**src/rtl/lms_adapt_engine.sv**
```systemverilog
`default_nettype none
// +----------------------------------------------------------------------------+
// | Module      : lms_adapt_engine                                             |
// | Description : LMS coefficient-update engine for the FSE equaliser.         |
// |               e = d_hat - y, w[i] += mu*e*x_r[i] with saturating           |
// |               accumulators, update decimation, ACQ->TRACK mu schedule,     |
// |               freeze, debug coefficient load and registered debug outputs. |
// | Option      : LMS_LEAKAGE_EN - adds the leakage term w -= w >>> LEAK_SH.   |
// | Ports       : clkA      in  clock, rising edge                             |
// |               reset     in  asynchronous active-low reset                  |
// |               i_valid   in  x/y/d qualifier                                |
// |               x         in  signed input sample (NBX)                      |
// |               y         in  signed equaliser output (NBY)                  |
// |               d         in  slicer decision, 1 = +1.0, 0 = -1.0            |
// |               i_freeze  in  hold taps, delay line and counters             |
// |               i_load    in  one-cycle pulse, load i_coeffs into the taps   |
// |               i_coeffs  in  debug taps, tap k at [NBW*(k+1)-1 -: NBW]      |
// |               coeff     out registered saturated taps, same packing        |
// |               e_out     out registered error (NBY+1)                       |
// |               o_state   out 00 ACQ, 01 TRACK, 10 FREEZE                    |
// |               o_sat     out sticky accumulator-clamp flag                  |
// | Revision    : 1.0 - initial release                                        |
// +----------------------------------------------------------------------------+
module lms_adapt_engine #(
   parameter int NBX       = 8,
   parameter int NBFX      = 5,
   parameter int NBY       = 8,
   parameter int NBFY      = 5,
   parameter int NW        = 9,
   parameter int NBW       = 7,
   parameter int NBFW      = 5,
   parameter int NBACC     = 24,
   parameter int NBFACC    = 20,
   parameter int MU_ACQ_SH = 3,
   parameter int MU_TRK_SH = 6,
   parameter int ACQ_LEN   = 600,
   parameter int UPD_DIV   = 2
`ifdef LMS_LEAKAGE_EN
   ,
   parameter int LEAK_SH   = 12
`endif
) (
   input  logic                  clkA,
   input  logic                  reset,
   input  logic                  i_valid,
   input  logic signed [NBX-1:0] x,
   input  logic signed [NBY-1:0] y,
   input  logic                  d,
   input  logic                  i_freeze,
   input  logic                  i_load,
   input  logic [NW*NBW-1:0]     i_coeffs,
   output logic [NW*NBW-1:0]     coeff,
   output logic signed [NBY:0]   e_out,
   output logic [1:0]            o_state,
   output logic                  o_sat
);

   localparam int PW       = NBY + 1 + NBX;               // e*x product width
   localparam int ALIGN_SH = NBFACC - NBFX - NBFY;
   localparam int PALW     = PW + ALIGN_SH;
   // one guard bit above the wider operand so overflow is seen before clamping
   localparam int SUMW     = ((PALW > NBACC) ? PALW : NBACC) + 1;
   localparam int OUT_SH   = NBFACC - NBFW;
   localparam int TW       = NBACC - OUT_SH;
   localparam int CENTER   = NW / 2;
   localparam int DCW      = (UPD_DIV > 1) ? $clog2(UPD_DIV) : 1;
   localparam int ACW      = $clog2(ACQ_LEN + 1);

   localparam logic [DCW-1:0]          DEC_LAST = DCW'(UPD_DIV - 1);
   localparam logic [ACW-1:0]          ACQ_LAST = ACW'(ACQ_LEN - 1);
   localparam logic signed [NBY:0]     DHAT     = (NBY+1)'(1 << NBFY);
   localparam logic signed [NBACC-1:0] W_ONE    = NBACC'(1 << NBFACC);
   localparam logic [NBW-1:0]          TAP_ONE  = NBW'(1 << NBFW);
   localparam logic signed [SUMW-1:0]  ACC_MAX  = SUMW'((1 << (NBACC-1)) - 1);
   localparam logic signed [SUMW-1:0]  ACC_MIN  = SUMW'(-(1 << (NBACC-1)));
   localparam logic signed [TW-1:0]    TAP_MAX  = TW'((1 << (NBW-1)) - 1);
   localparam logic signed [TW-1:0]    TAP_MIN  = TW'(-(1 << (NBW-1)));

   typedef enum logic [1:0] {
      ST_ACQ    = 2'b00,
      ST_TRACK  = 2'b01,
      ST_FREEZE = 2'b10
   } state_t;

   // state_q is the visible state; mode_q is the ACQ/TRACK mode that FREEZE resumes to
   state_t                  state_q, mode_q;
   logic [ACW-1:0]          acq_cnt_q;
   logic [DCW-1:0]          dec_cnt_q;
   logic signed [NBX-1:0]   xr_q [NW];
   logic signed [NBY:0]     e_q;
   logic                    sat_q;

   logic signed [NBY:0]     y_ext, dhat, e_d;
   logic                    shift_en, dec_wrap, upd_fire, acq_done;
   logic [NW-1:0]           clamp;

   assign y_ext    = (NBY+1)'(y);
   assign dhat     = d ? DHAT : -DHAT;
   assign e_d      = dhat - y_ext;

   assign shift_en = i_valid & ~i_freeze;
   assign dec_wrap = (dec_cnt_q == DEC_LAST);
   // load wins over an update landing in the same cycle
   assign upd_fire = shift_en & ~i_load & dec_wrap;
   assign acq_done = upd_fire & (mode_q == ST_ACQ) & (acq_cnt_q == ACQ_LAST);

   // Mode / freeze state machine with ACQ update counter
   always_ff @(posedge clkA or negedge reset) begin
      if (!reset) begin
         state_q   <= ST_ACQ;
         mode_q    <= ST_ACQ;
         acq_cnt_q <= '0;
      end else if (i_load) begin
         mode_q  <= ST_TRACK;
         state_q <= i_freeze ? ST_FREEZE : ST_TRACK;
      end else begin
         if (upd_fire && (mode_q == ST_ACQ))
            acq_cnt_q <= acq_cnt_q + 1'b1;
         if (acq_done)
            mode_q <= ST_TRACK;
         if (i_freeze)
            state_q <= ST_FREEZE;
         else if (acq_done)
            state_q <= ST_TRACK;
         else
            state_q <= mode_q;
      end
   end

   // Decimation counter, error register, sticky saturation flag
   always_ff @(posedge clkA or negedge reset) begin
      if (!reset) begin
         dec_cnt_q <= '0;
         e_q       <= '0;
         sat_q     <= 1'b0;
      end else begin
         if (i_load)
            dec_cnt_q <= '0;
         else if (shift_en)
            dec_cnt_q <= dec_wrap ? '0 : dec_cnt_q + 1'b1;
         if (i_valid)
            e_q <= e_d;
         if (i_load)
            sat_q <= 1'b0;
         else if (upd_fire && (|clamp))
            sat_q <= 1'b1;
      end
   end

   // Input delay line; the update reads the pre-shift contents
   always_ff @(posedge clkA or negedge reset) begin
      if (!reset) begin
         for (int k = 0; k < NW; k++)
            xr_q[k] <= '0;
      end else if (shift_en) begin
         xr_q[0] <= x;
         for (int k = 1; k < NW; k++)
            xr_q[k] <= xr_q[k-1];
      end
   end

   for (genvar k = 0; k < NW; k++) begin : g_tap
      logic signed [PW-1:0]    prod;
      logic signed [SUMW-1:0]  p_al, w_ext, sum;
      logic signed [NBACC-1:0] w_q, w_new, w_ld;
      logic signed [NBW-1:0]   ld_tap;
      logic signed [TW-1:0]    w_trunc;
      logic [NBW-1:0]          tap_sat, tap_q;
      logic                    clamp_k;

      assign ld_tap   = i_coeffs[NBW*(k+1)-1 -: NBW];
      assign clamp[k] = clamp_k;
      assign coeff[NBW*(k+1)-1 -: NBW] = tap_q;

      always_comb begin
         prod  = PW'(e_d) * PW'(xr_q[k]);
         p_al  = SUMW'(prod) <<< ALIGN_SH;
         // arithmetic shift gives floor rounding of mu*e*x
         if (mode_q == ST_ACQ)
            p_al = p_al >>> MU_ACQ_SH;
         else
            p_al = p_al >>> MU_TRK_SH;
         w_ext = SUMW'(w_q);
`ifdef LMS_LEAKAGE_EN
         sum   = w_ext - (w_ext >>> LEAK_SH) + p_al;
`else
         sum   = w_ext + p_al;
`endif
         clamp_k = 1'b0;
         w_new   = sum[NBACC-1:0];
         if (sum > ACC_MAX) begin
            w_new   = ACC_MAX[NBACC-1:0];
            clamp_k = 1'b1;
         end else if (sum < ACC_MIN) begin
            w_new   = ACC_MIN[NBACC-1:0];
            clamp_k = 1'b1;
         end
         w_ld = NBACC'(ld_tap);
         w_ld = w_ld <<< OUT_SH;
         // floor-truncate to NBFW fractional bits, then clamp to NBW
         w_trunc = w_q[NBACC-1:OUT_SH];
         tap_sat = w_trunc[NBW-1:0];
         if (w_trunc > TAP_MAX)
            tap_sat = TAP_MAX[NBW-1:0];
         else if (w_trunc < TAP_MIN)
            tap_sat = TAP_MIN[NBW-1:0];
      end

      always_ff @(posedge clkA or negedge reset) begin
         if (!reset) begin
            w_q   <= (k == CENTER) ? W_ONE : '0;
            tap_q <= (k == CENTER) ? TAP_ONE : '0;
         end else begin
            if (i_load)
               w_q <= w_ld;
            else if (upd_fire)
               w_q <= w_new;
            tap_q <= tap_sat;
         end
      end
   end

   assign e_out   = e_q;
   assign o_state = state_q;
   assign o_sat   = sat_q;

endmodule
`default_nettype wire

```
**config.mk**
```make
export PLATFORM = sky130hd
export DESIGN_NAME = lms_adapt_engine
export DESIGN_NICKNAME = d
export VERILOG_FILES = /design/src/rtl/lms_adapt_engine.sv
export SDC_FILE = /design/constraint.sdc
export NUM_CORES = 2
export LEC_CHECK = 0
export ABC_AREA = 1
export BUFFER_PORTS_ARGS = -buffer_cell sky130_fd_sc_hd__clkbuf_2
export CAP_MARGIN = 25
export CORE_MARGIN = 4
export CORE_UTILIZATION = 43
export CTS_CLUSTER_SIZE = 16
export DETAILED_ROUTE_END_ITERATION = 6
export SYNTH_ARGS = -nofsm -noshare
export SYNTH_HDL_FRONTEND = slang
export SYNTH_SLANG_ARGS = --single-unit
```
**constraint.sdc**
```tcl
create_clock -name clkA -period 5.6 [get_ports clkA]
set_input_delay 0.56 -clock clkA [delete_from_list [all_inputs] [get_ports clkA]]
set_output_delay 0.56 -clock clkA [all_outputs]
set_load 0.05 [all_outputs]
```
# Yosys cells after proc, flatten, opt, wreduce, memory -nomap -nowiden
# Cells that the tools add are included.
[op_classes]
n_addsub = 12
n_mul = 9
n_lt_le_gt_ge = 36
eq_ne = 1
muxes = 92
bitwise_logic = 7
reduce_logical = 8
[op_table]
columns = ["op", "count"]
rows = [
  ["$mux 24", 36],
  ["$gt 28x24->1 const B", 9],
  ["$lt 28x24->1 const B", 9],
  ["$add 24x24->25", 9],
  ["$mux 23", 9],
  ["$mul 9x8->17", 9],
  ["$mux 7", 18],
  ["$gt 9x7->1 const B", 9],
  ["$lt 9x7->1 const B", 9],
  ["$mux 1", 23],
  ["$add 10x1->10 const B", 1],
  ["$eq 10x10->1 const B", 1],
  ["$mux 2", 5],
  ["$mux 9", 1],
  ["$reduce_or 9->1", 1],
  ["$sub 9x8->9", 1],
  ["$reduce_bool 2->1", 3],
  ["$and 1x1->1", 5],
  ["$logic_and 1x1->1", 2],
  ["$logic_not 2->1", 1],
  ["$not 1->1", 2],
  ["$reduce_and 2->1", 1],
  ["$add 1x1->1 const B", 1],
]
[word_totals]
ff_bits = 376
input_bits = 85
out_inout_bits = 75
elab_cells = 198

# Logic depth before layout (Yosys ltp)
[logic_depth]
ltp_word = 12
depth_mapped = 53
mapped_depth_nobuf = 49

# Worst setup path after synthesis
# OpenSTA, ideal clock, no wires.
[synth_timing]
path_kind = "in2reg"
from = "input port y[0]"
to = "register g_tap[1].w_q[17]"
setup_time_ps = 127
t_arrival_ps = 7778
required_time_ps = 5473
slack_ps = -2305
cell_stages = 46
path_buffers = 4
path_cell_list = "clkbuf_1 -> clkinv_1 -> buf_1 -> ha_1 -> nand2_1 -> nor2_1 -> nand2_1 -> nand3_2 -> nand2_8 -> clkbuf_1 -> buf_1 -> nor2_1 -> ha_1 -> inv_1 -> o21bai_1 -> inv_1 -> fa_1 -> inv_1 -> (+10 left out) -> or2_1 -> nand3_2 -> nand2_1 -> inv_1 -> ha_1 -> nand2_1 -> nand2_1 -> nand3_1 -> nand2_1 -> nor2_1 -> nand3_1 -> nand2_1 -> nand2_1 -> nand2_1 -> inv_1 -> nor2_2 -> a21boi_0 -> o21ai_0"
[synth_via]
elab_chain_len = 9
elab_cells_between_ends = 10
classes_between = "add/sub (2); mul (1); order compare (2); mux (5)"
[synth_lines]
columns = ["element", "line", "rtl"]
rows = [
  ["start: declaration", "47", "input logic signed [NBY-1:0] y,"],
  ["$sub 9x8->9 (*)", "99", "assign e_d = dhat - y_ext;"],
  ["$mul 9x8->17 (*)", "176", "prod = PW'(e_d) * PW'(xr_q[k]);"],
  ["$mux 23", "179", "if (mode_q == ST_ACQ)"],
  ["$add 24x24->25 (*)", "187", "sum = w_ext + p_al;"],
  ["$lt 28x24->1", "194", "end else if (sum < ACC_MIN) begin"],
  ["$mux 24", "194", ""],
  ["$mux 24 (*)", "191", "if (sum > ACC_MAX) begin"],
  ["$mux 24 (*)", "216", "else if (upd_fire)"],
  ["$mux 24 (*)", "214", "if (i_load)"],
  ["end signal: assignment", "211", "w_q <= (k == CENTER) ? W_ONE : '0;"],
  ["end signal: assignment", "215", "w_q <= w_ld;"],
  ["end signal: assignment", "217", "w_q <= w_new;"],
  ["end: declaration", "165", "logic signed [NBACC-1:0] w_q, w_new, w_ld;"],
]
# Mark *: on every way between the ends. The rest lies on a longest branch, timed or not. The select of a mux whose other input is x is not followed.
# A chain may end at the register's enable or synchronous reset.

# Final worst setup path
[layout_timing]
from = "input port y[1]"
to = "register sat_q (netlist: o_sat)"
[layout_via]
elab_chain_len = 10
elab_cells_between_ends = 67
classes_between = "add/sub (10); mul (9); order compare (18); mux (27); reduce/logical (3)"
[layout_lines]
columns = ["element", "line", "rtl"]
rows = [
  ["$sub 9x8->9 (*)", "99", ""],
  ["$mul 9x8->17", "176", ""],
  ["$mux 23", "179", ""],
  ["$add 24x24->25", "187", ""],
  ["$lt 28x24->1", "194", ""],
  ["$mux 1", "194", ""],
  ["$mux 1", "191", ""],
  ["$reduce_or 9->1 (*)", "145", "else if (upd_fire && (|clamp))"],
  ["$logic_and 1x1->1 (*)", "145", ""],
  ["$reduce_bool 2->1 (no line) (*)", "-", ""],
  ["end signal: assignment", "135", "sat_q <= 1'b0;"],
  ["end signal: assignment", "144", "sat_q <= 1'b0;"],
  ["end signal: assignment", "146", "sat_q <= 1'b1;"],
  ["end: declaration", "91", "logic sat_q;"],
]
# Mark *: on every way between the ends. The rest lies on a longest branch, timed or not.

==> results_dict.tcl <==
set metrics [dict create \
    cts_max_path_buffers 3 \
    fin_crit_ps 7028 \
    status "finished with violations" \
    core_sq_um 116000 \
    die_h_um 349.5 \
    synth-edff-count 0 \
    netlist_instances 6770 \
    path_clk_slew_ps 60 \
    hold_depth 3 \
    wl_per_cell_um 17.73 \
    mostFrequentLayoutCells "nand2_1, buf_4, inv_1" \
    port_buffers 159 \
    cts_tree "done" \
    holdPathEnd "xr_q[68]$_DFFE_PN0P_" \
    synth_area_sq_um 50160 \
    grt_pass1_vias 51620 \
    path_common_cell "nand2_1" \
    required_ps 6130 \
    cp.arrival_ps 7560 \
    max_slew_margin 0.2826 \
    worst_pin_slew_ps 1076 \
    final_net_count 9298 \
    drtIter0Drc 2791 \
    finClkSkew_ps 45.74 \
    start_kind "input port" \
    rows 125 \
    clock-root-buffer "clkbuf_16" \
    numCtsBuffers 48 \
    io_pins 160 \
    via_count 49810 \
    synth_top_flop_cell "dfrtp_1" \
    hpwlAfterDp_um 135100 \
    setup_viol 181 \
    min_path_type "input port to register" \
    hp-start "x[4]" \
    crit_fanout 6 \
    r2r-start "xr_q[23]$_DFFE_PN0P_" \
    endpoint_kind "register" \
    final_core_util 0.6069 \
    yosys_warnings 0 \
    hold_viol 0 \
    drtAntennaViolNets 0 \
    yosys_register_bits 340 \
    start_util 0.4322 \
    setup_ws_ps -1428 \
    route.detailed.drc 9 \
    htreeDepth 2 \
    r2r_end "o_sat$_DFFE_PN0P_" \
    cts.sinks 340 \
    slowest_delay_ps 530 \
    dr.pass1.iters 7 \
    finalCritPeriodShare 1.255 \
    ys_seq_area_frac 0.1697 \
    area_growth_pct 40.41 \
    drt-met1-wl_um 70330 \
    ys_async_sr_fraction 1.000 \
    die-area_sq_um 122200 \
    routed-wl-met3_um 8212 \
    grt_antenna_before_repair 4 \
    path_class "input port to register" \
    max_freq_mhz 142.3 \
    grt_max_degree 115 \
    grt_pass1_wl_um 273200 \
    r2r_slack_ps -900 \
    dr_wl_met2_um 86310 \
    gp_congestion 0.9395 \
    drv_cap 0 \
    syn_nets 7876 \
    top_layer "met4" \
    totalWireLength_um 173000 \
    avgSynthCellArea_sq_um 7.409 \
    slowest_stage "fa_1" \
    r2r_cells 38 \
    rsz0062_at_grt "yes" \
    slew_violations 0 \
    drive_above_1_share 0.3212 \
    final_common_cell "nand2_1" \
    via_per_inst 5.105 \
    die_x_um 349.5 \
    failed_checks "design-rule violations, negative setup slack" \
    overflow 0 \
    clock_latency_ps 670 \
    yosysUniqueCellTypes 55 \
    gr-usage-all-layers 0.2801 \
]
cell type report:
| cell class | count | area, sq um |
|---|---|---|
| fillers | 10250 | 45620 |
| inverters | 1347 | 5159 |
| diodes | 2 | 5.005 |
| repair buffers | 1554 | 12310 |
| flip-flops and latches | 340 | 8511 |
| clock inverters | 32 | 450.4 |
| multi-input cells | 4901 | 40790 |
| clock buffers | 57 | 1296 |
| well taps | 1524 | 1907 |
state kept, by name (all words and copies together), names as in the netlist:
register     cells
o_state          2
dec_cnt_q        1
mode_q           2
g_tap.tap_q     63
g_tap.w_q      180
e_out            9
o_sat            1
xr_q            72
acq_cnt_q       10
stage by stage:
step                std cells  setup WS [ps]  cell area (sq um)  hold WS, ps  TNS [ps]
global placement         9472          -2706              62900        435.1   -404110
finish                   9757          -1428              70430        134.6   -228070
floorplan                6770          -1204              51650        264.4   -198440
detailed placement       9472          -2597              62900        430.0   -411170
global route             9757          -1782              70430        118.0   -285460
CTS                      9689          -1359              67940        97.89   -219660
kinds of logic (layout without fill, tap and decap cells):
| group | after synthesis | after routing | share of synthesized area |
|---|---|---|---|
| AND/OR/NAND/NOR | 2539 | 2541 | 0.2065 |
| buffers and inverters | 1531 | 2990 | 0.1159 |
| adder cells (fa/ha/maj) | 1021 | 1021 | 0.3346 |
| AO/OA/AOI/OAI | 995 | 995 | 0.1125 |
| flip-flops | 340 | 340 | 0.1697 |
| XOR/XNOR | 310 | 310 | 0.05413 |
| multiplexers | 34 | 34 | 0.006785 |
| other | 0 | 2 | 0 |
metal layers:
metal / global-route usage / up-vias
met4: 0.1052 / 0
met5: 0 / -
met2: 0.5035 / 1226
met3: 0.03336 / 390
met1: 0.3443 / 24240
li1: - / 23950
synth_stat cells, types with 31 or more instances:
master / instances / area share
o211ai_1: 78 / 0.012
inv_1: 1318 / 0.099
nand3_1: 168 / 0.017
dfrtp_1: 338 / 0.17
nand4_1: 61 / 0.0076
fa_1: 534 / 0.21
nor2_1: 659 / 0.049
nor3_1: 48 / 0.0048
a21oi_1: 404 / 0.040
clkbuf_1: 128 / 0.0096
xnor2_1: 122 / 0.021
ha_1: 487 / 0.12
xor2_1: 188 / 0.033
mux2i_1: 34 / 0.0068
o21ai_0: 321 / 0.032
a21o_1: 31 / 0.0046
o21bai_1: 70 / 0.010
nand2_1: 1504 / 0.11
worst max path at each step:
stage	startpoint	end	cells after the start	slack, ps
CTS	y[1]	o_sat$_DFFE_PN0P_	46	-1360
finish	y[1]	o_sat$_DFFE_PN0P_	46	-1430
global route	y[1]	g_tap[8].w_q[20]$_DFFE_PN0P_	48	-1780
global placement	y[0]	o_sat$_DFFE_PN0P_	42	-2710
floorplan	y[0]	g_tap[2].w_q[15]$_DFFE_PN0P_	41	-1200
detailed placement	y[0]	o_sat$_DFFE_PN0P_	42	-2600
worst max-delay path: cells and delay by family:
| family | cells | cell delay, ps |
|---|---|---|
| AND/OR/NAND/NOR | 24 | 2920 |
| adder cells (fa/ha/maj) | 6 | 2390 |
| buffers and inverters | 12 | 1190 |
| AO/OA/AOI/OAI | 4 | 450 |
what timing repair did:
| action | in CTS | in global routing |
|---|---|---|
| hold endpoints to repair | 79 | 0 |
| setup buffers | 127 | 70 |
| setup endpoints to repair | 181 | 181 |
| hold buffers | 1 | 0 |
| pin swaps | 396 | 285 |
| resized for setup | 627 | 496 |
| cloned | 6 | 5 |
Power is not shown: default switching activity piles up to over one toggle a cycle in this logic, so the estimate is an artifact.
